### src/rtl/if_fetch_ctrl_if.sv
// Instruction-memory request/response bundle between the fetch controller
// (master) and the instruction memory (slave).
interface if_fetch_ctrl_if;
  logic        imem_req;
  logic [31:0] imem_addr;
  logic        imem_ack;
  logic [31:0] imem_rdata;

  modport master (
    output imem_req,
    output imem_addr,
    input  imem_ack,
    input  imem_rdata
  );

  modport slave (
    input  imem_req,
    input  imem_addr,
    output imem_ack,
    output imem_rdata
  );
endinterface

### src/rtl/if_fetch_ctrl.sv
// Instruction fetch controller: issues word fetches to instruction memory,
// presents one fetched instruction per cycle to decode, buffers one word in a
// skid register while decode stalls, and handles branch redirects including
// redirects that arrive while a memory request is still outstanding.
module if_fetch_ctrl #(
  parameter logic [31:0] RESET_PC = 32'h0000_0000
) (
  input  logic                  clk,
  input  logic                  rst,
  input  logic                  branch,
  input  logic [31:0]           pc_branch,
  input  logic                  stall_D,
  if_fetch_ctrl_if.master       imem,
  output logic                  valid_F,
  output logic [31:0]           Instruction_F,
  output logic [31:0]           Pc_F,
  output logic [31:0]           PcPlus4_F
);

  typedef enum logic [1:0] {
    IDLE  = 2'd0,
    FETCH = 2'd1,
    HOLD  = 2'd2,
    DROP  = 2'd3
  } state_t;

  state_t      state;
  logic [31:0] pc;           // address currently presented to memory
  logic [31:0] redirect_pc;  // branch target parked while DROP waits for ack
  logic [31:0] skid_instr;
  logic [31:0] skid_pc;

  logic [31:0] branch_tgt;
  logic [31:0] pc_next_seq;
  logic        slot_free;

  assign branch_tgt  = {pc_branch[31:2], 2'b00};
  assign pc_next_seq = pc + 32'd4;
  assign slot_free   = !valid_F || !stall_D;

  // Request is decoded from state so it stays up, at a fixed address, until ack.
  assign imem.imem_req  = (state == FETCH) || (state == DROP);
  assign imem.imem_addr = pc;

  // Fetch FSM with registered F-stage outputs and skid buffer.
  always_ff @(posedge clk or posedge rst) begin
    if (rst) begin
      state         <= IDLE;
      pc            <= RESET_PC;
      redirect_pc   <= 32'h0000_0000;
      skid_instr    <= 32'h0000_0000;
      skid_pc       <= 32'h0000_0000;
      valid_F       <= 1'b0;
      Instruction_F <= 32'h0000_0000;
      Pc_F          <= 32'h0000_0000;
      PcPlus4_F     <= 32'h0000_0000;
    end else begin
      // Decode consumed the current word; a load below may refill the slot.
      if (valid_F && !stall_D) begin
        valid_F <= 1'b0;
      end

      case (state)
        IDLE: begin
          state <= FETCH;
          if (branch) begin
            pc <= branch_tgt;
          end
        end

        FETCH: begin
          if (branch) begin
            valid_F    <= 1'b0;
            skid_instr <= 32'h0000_0000;
            skid_pc    <= 32'h0000_0000;
            if (imem.imem_ack) begin
              // Returned word belongs to the old path: drop it, refetch now.
              pc    <= branch_tgt;
              state <= FETCH;
            end else begin
              // Request must not be withdrawn; wait for it in DROP.
              redirect_pc <= branch_tgt;
              state       <= DROP;
            end
          end else if (imem.imem_ack) begin
            pc <= pc_next_seq;
            if (slot_free) begin
              valid_F       <= 1'b1;
              Instruction_F <= imem.imem_rdata;
              Pc_F          <= pc;
              PcPlus4_F     <= pc_next_seq;
              state         <= FETCH;
            end else begin
              skid_instr <= imem.imem_rdata;
              skid_pc    <= pc;
              state      <= HOLD;
            end
          end else begin
            state <= FETCH;
          end
        end

        HOLD: begin
          if (branch) begin
            pc         <= branch_tgt;
            valid_F    <= 1'b0;
            skid_instr <= 32'h0000_0000;
            skid_pc    <= 32'h0000_0000;
            state      <= FETCH;
          end else if (slot_free) begin
            valid_F       <= 1'b1;
            Instruction_F <= skid_instr;
            Pc_F          <= skid_pc;
            PcPlus4_F     <= skid_pc + 32'd4;
            state         <= FETCH;
          end else begin
            state <= HOLD;
          end
        end

        DROP: begin
          if (branch) begin
            valid_F <= 1'b0;
          end
          if (imem.imem_ack) begin
            // Old-path data discarded; the most recent redirect wins.
            pc    <= branch ? branch_tgt : redirect_pc;
            state <= FETCH;
          end else begin
            if (branch) begin
              redirect_pc <= branch_tgt;
            end
            state <= DROP;
          end
        end

        default: begin
          state <= IDLE;
        end
      endcase
    end
  end

endmodule

### src/flat_wrapper.sv
// flat-port wrapper written by rule: the top's interface ports become plain ports
module if_fetch_ctrl_flat 
#(
  parameter logic [31:0] RESET_PC = 32'h0000_0000
)
  (clk, rst, branch, pc_branch, stall_D, valid_F, Instruction_F, Pc_F, PcPlus4_F, imem_imem_req, imem_imem_addr, imem_imem_ack, imem_imem_rdata);
  if_fetch_ctrl_if imem_i ();
  input  logic clk;
  input  logic rst;
  input  logic branch;
  input  logic [31:0] pc_branch;
  input  logic stall_D;
  output logic valid_F;
  output logic [31:0] Instruction_F;
  output logic [31:0] Pc_F;
  output logic [31:0] PcPlus4_F;
  output wire logic [$bits(imem_i.imem_req)-1:0] imem_imem_req;
  output wire logic [$bits(imem_i.imem_addr)-1:0] imem_imem_addr;
  input wire logic [$bits(imem_i.imem_ack)-1:0] imem_imem_ack;
  input wire logic [$bits(imem_i.imem_rdata)-1:0] imem_imem_rdata;
  assign imem_imem_req = imem_i.imem_req;
  assign imem_imem_addr = imem_i.imem_addr;
  assign imem_i.imem_ack = imem_imem_ack;
  assign imem_i.imem_rdata = imem_imem_rdata;
  if_fetch_ctrl #(.RESET_PC(RESET_PC)) u_core (.clk(clk), .rst(rst), .branch(branch), .pc_branch(pc_branch), .stall_D(stall_D), .imem(imem_i), .valid_F(valid_F), .Instruction_F(Instruction_F), .Pc_F(Pc_F), .PcPlus4_F(PcPlus4_F));
endmodule
### config.mk
export PLATFORM = sky130hd
export DESIGN_NAME = if_fetch_ctrl_flat
export DESIGN_NICKNAME = d
export VERILOG_FILES = /design/src/rtl/if_fetch_ctrl_if.sv /design/src/rtl/if_fetch_ctrl.sv /design/src/flat_wrapper.sv
export SDC_FILE = /design/constraint.sdc
export NUM_CORES = 1
export LEC_CHECK = 0
export BUFFER_PORTS_ARGS = -buffer_cell sky130_fd_sc_hd__buf_2
export CORE_UTILIZATION = 60
export DETAILED_ROUTE_END_ITERATION = 12
export PLACE_DENSITY_LB_ADDON = 0.1
export SYNTH_ARGS = -nofsm -noshare
export SYNTH_HDL_FRONTEND = slang
export SYNTH_SLANG_ARGS = --single-unit
### constraint.sdc
create_clock -name clk -period 19.3 [get_ports clk]
set_input_delay 2.895 -clock clk [delete_from_list [all_inputs] [get_ports clk]]
set_output_delay 2.895 -clock clk [all_outputs]
set_load 0.005 [all_outputs]
==> results.yml <==
place:
  dpl.hpwl_mm: 20.7
  dp_slack_ns: 13.78
  port_buffers: 196
  globalplace.congestion: 0.947
  post_dp_cell_area_sq_mm: 0.0127
logic_synthesis:
  synth-seq-cells: 225
  syn-num-nets: 1365
  async_reset_ff_frac: 1.00
  ys_seq_area_frac: 0.482
  ys_warn_count: 0
  synth_area_per_cell_sq_um: 9.03
  synth_edf_count: 0
  synth_cell_type_count: 62
  ys.flop_type: "dfrtp_1"
  synthesis.area_sq_mm: 0.0117
  syn-instance-count: 1294
setup_path:
  cp-start-kind: "input port"
  crit_fanout: 123
  worstPathArrival_ns: 5.41
  reg2reg_from: "u_core.state[1]$_DFF_PP0_"
  r2r_cells: 7
  end_kind: "flip-flop"
  path_class: "in -> reg"
  setup.worst_path.start: "branch"
  cp.required_ns: 19.72
pwr:
  ir_worst_vdd_mv: 0.0715
  p_leak_nw: 6.01
  power_density_mw_per_mm2: 102
timing:
  fin_worst_skew_ns: 0.00942
  setup_viol: 0
  min_period_ns: 4.99
  rsz0062_at_grt: "no"
  timing.final.ws_setup_ns: 14.31
  finalHoldViolCount: 0
  worst_pin_slew_ns: 1.21
  slew_viol_final: 0
  period_share: 0.258
  slew_headroom: 0.186
  fmax_ghz: 0.200
  tns_ns: 0
clock_tree:
  cts_sinks: 225
  cts_post_setup_buffers_inserted: 0
  insertion_delay_ns: 0.51
  cts_tree: "done"
  numCtsBuffers: 24
  cts_resized: 0
  clk_root_buffer_cell: "clkbuf_16"
  clk_pin_slew_ns: 0.06
  cts_hold_buffers: 0
  clock_path_buffers: 3
  htree_num_levels: 1
run_status:
  run_status: "finished clean"
floorplan:
  rows: 50
  die_x_um: 142
  die_y_um: 142
  start_util: 0.619
  dieArea_sq_mm: 0.0200
  ios: 199
  core_area_sq_mm: 0.0189
detailed_routing:
  drtIter0Drc: 908
  finalWirelength_mm: 31.0
  dr.pass1.iters: 8
  antenna_left: 0
  wl_per_cell_um: 18.3
  vias_per_cell: 6.01
  route.detailed.drc: 0
  vias: 10181
grt:
  grt_pass1_vias: 9597
  busiest_layer: "met2"
  met2_usage: 0.500
  grt_pass1_wl_mm: 50.3
  antenna_found_initial: 0
  grt_max_degree: 149
  met1_usage: 0.447
  grt_usage: 0.314
  grt_use_met3: 0.0462
  overflow: 0
cells_and_area:
  fill_cells: 1573
  finalCoreUtilization: 0.711
  final_common_cell: "nand2_1"
  layout-drive-gt1-share: 0.202
  syn_to_final_growth_pct: 14.9
  diodes: 0
  final_nets: 1490
  final_area_sq_mm: 0.0134
  layout_common_cells: "nand2_1, dfrtp_1, buf_2"
run:
  cap_violations: 0
hold_path:
  hp-start: "u_core.Instruction_F[23]$_DFFE_PP0P_"
  holdCritPathClass: "reg -> reg"
  min_path_cells: 2
==> metrics by stage <==
stage	hold WS, ns	std cells	power, mW
2_1_floorplan	0.450	1294	0.803
3_3_place_gp	0.456	1653	0.922
3_5_place_dp	0.464	1653	0.936
4_1_cts	0.477	1694	1.37
5_1_grt	0.489	1694	1.44
6_report	0.470	1694	1.37
==> Yosys cell counts (3+ instances only) <==
cell type	number	share of area
a211oi_1	4	0.0026
a21o_1	7	0.0045
a21oi_1	40	0.017
a2bb2oi_1	12	0.0090
a31oi_1	9	0.0048
a41oi_1	4	0.0030
and2_1	7	0.0037
and3_1	7	0.0037
and4_1	6	0.0045
buf_1	11	0.0035
buf_2	10	0.0043
clkbuf_1	84	0.027
dfrtp_1	225	0.48
inv_1	17	0.0055
mux2_2	33	0.032
mux2i_1	63	0.054
nand2_1	267	0.086
nand2b_1	11	0.0059
nand3_1	26	0.011
nand4_1	18	0.0096
nor2_1	47	0.015
nor2b_1	4	0.0021
nor3_1	15	0.0064
nor4_1	18	0.0096
o211ai_1	19	0.012
o21a_1	18	0.012
o21ai_0	179	0.077
o221ai_1	5	0.0037
o22ai_1	31	0.017
o2bb2a_1	6	0.0051
o31a_1	10	0.0075
o31ai_1	3	0.0019
or2_2	3	0.0016
or3_1	4	0.0021
xnor2_1	14	0.010
xor2_1	24	0.018
==> worst max-delay path: stages <==
cell and delay, ns:
buf_2 0.07, buf_4 0.47, inv_2 0.07, nand2_1 0.14
a21o_4 0.43, buf_4 0.88, nand3b_1 0.24, a21boi_0 0.19
==> power breakdown <==
| group | switching (mW) | internal, mW | total, mW |
|---|---|---|---|
| Clock | 0.183 | 0.256 | 0.439 |
| Combinational | 0.158 | 0.126 | 0.285 |
| Sequential | 0.0858 | 0.561 | 0.646 |
| Total | 0.427 | 0.943 | 1.37 |
==> registers in the layout (all words and copies together), names as in the netlist, 2 cells and up <==
register / cells
u_core.Pc_F: 32
u_core.Instruction_F: 32
u_core.skid_instr: 32
u_core.skid_pc: 32
u_core.redirect_pc: 32
u_core.imem.imem_addr: 32
u_core.state: 2
u_core.PcPlus4_F: 30
==> worst paths after layout <==
kind	slack [ns]	endpoint
worst max-delay path	14.31	u_core.Pc_F[2]$_DFFE_PP0P_
worst min-delay path	0.47	u_core.Instruction_F[23]$_DFFE_PP0P_
worst max register to register	16.30	u_core.Pc_F[2]$_DFFE_PP0P_
worst min register to register	0.47	u_core.Instruction_F[23]$_DFFE_PP0P_
max in group asynchronous	15.10	u_core.redirect_pc[23]$_DFFE_PP0P_
min in group asynchronous	2.60	u_core.Instruction_F[23]$_DFFE_PP0P_
==> per-layer routing <==
layer	routed length [um]	up-vias	part of all wire
met2	14200	477	0.46
li1	-	4842	-
met5	0	-	0
met1	13400	4805	0.43
met3	2800	57	0.090
met4	653	0	0.021
==> layout make-up <==
cell class	count	area, sq um	share of cell area
Sequential cell	225	5630	0.419
Timing Repair Buffer	207	1060	0.0792
Tap cell	260	325	0.0242
Multi-Input combinational cell	943	5600	0.417
Clock inverter	2	12.5	0.000932
Clock buffer	39	728	0.0542
Inverter	18	75.1	0.00559
==> cell families (layout without fill, tap and decap cells) <==
group | Yosys count | after routing | share of synthesized area
simple gates | 441 | 441 | 0.169
buf+inv | 126 | 266 | 0.0428
xor+xnor | 38 | 38 | 0.0285
mux | 96 | 96 | 0.0857
compound gates | 366 | 366 | 0.190
fa+ha+maj | 2 | 2 | 0.00214
flops | 225 | 225 | 0.482
Power figures use the tool's default switching activity.
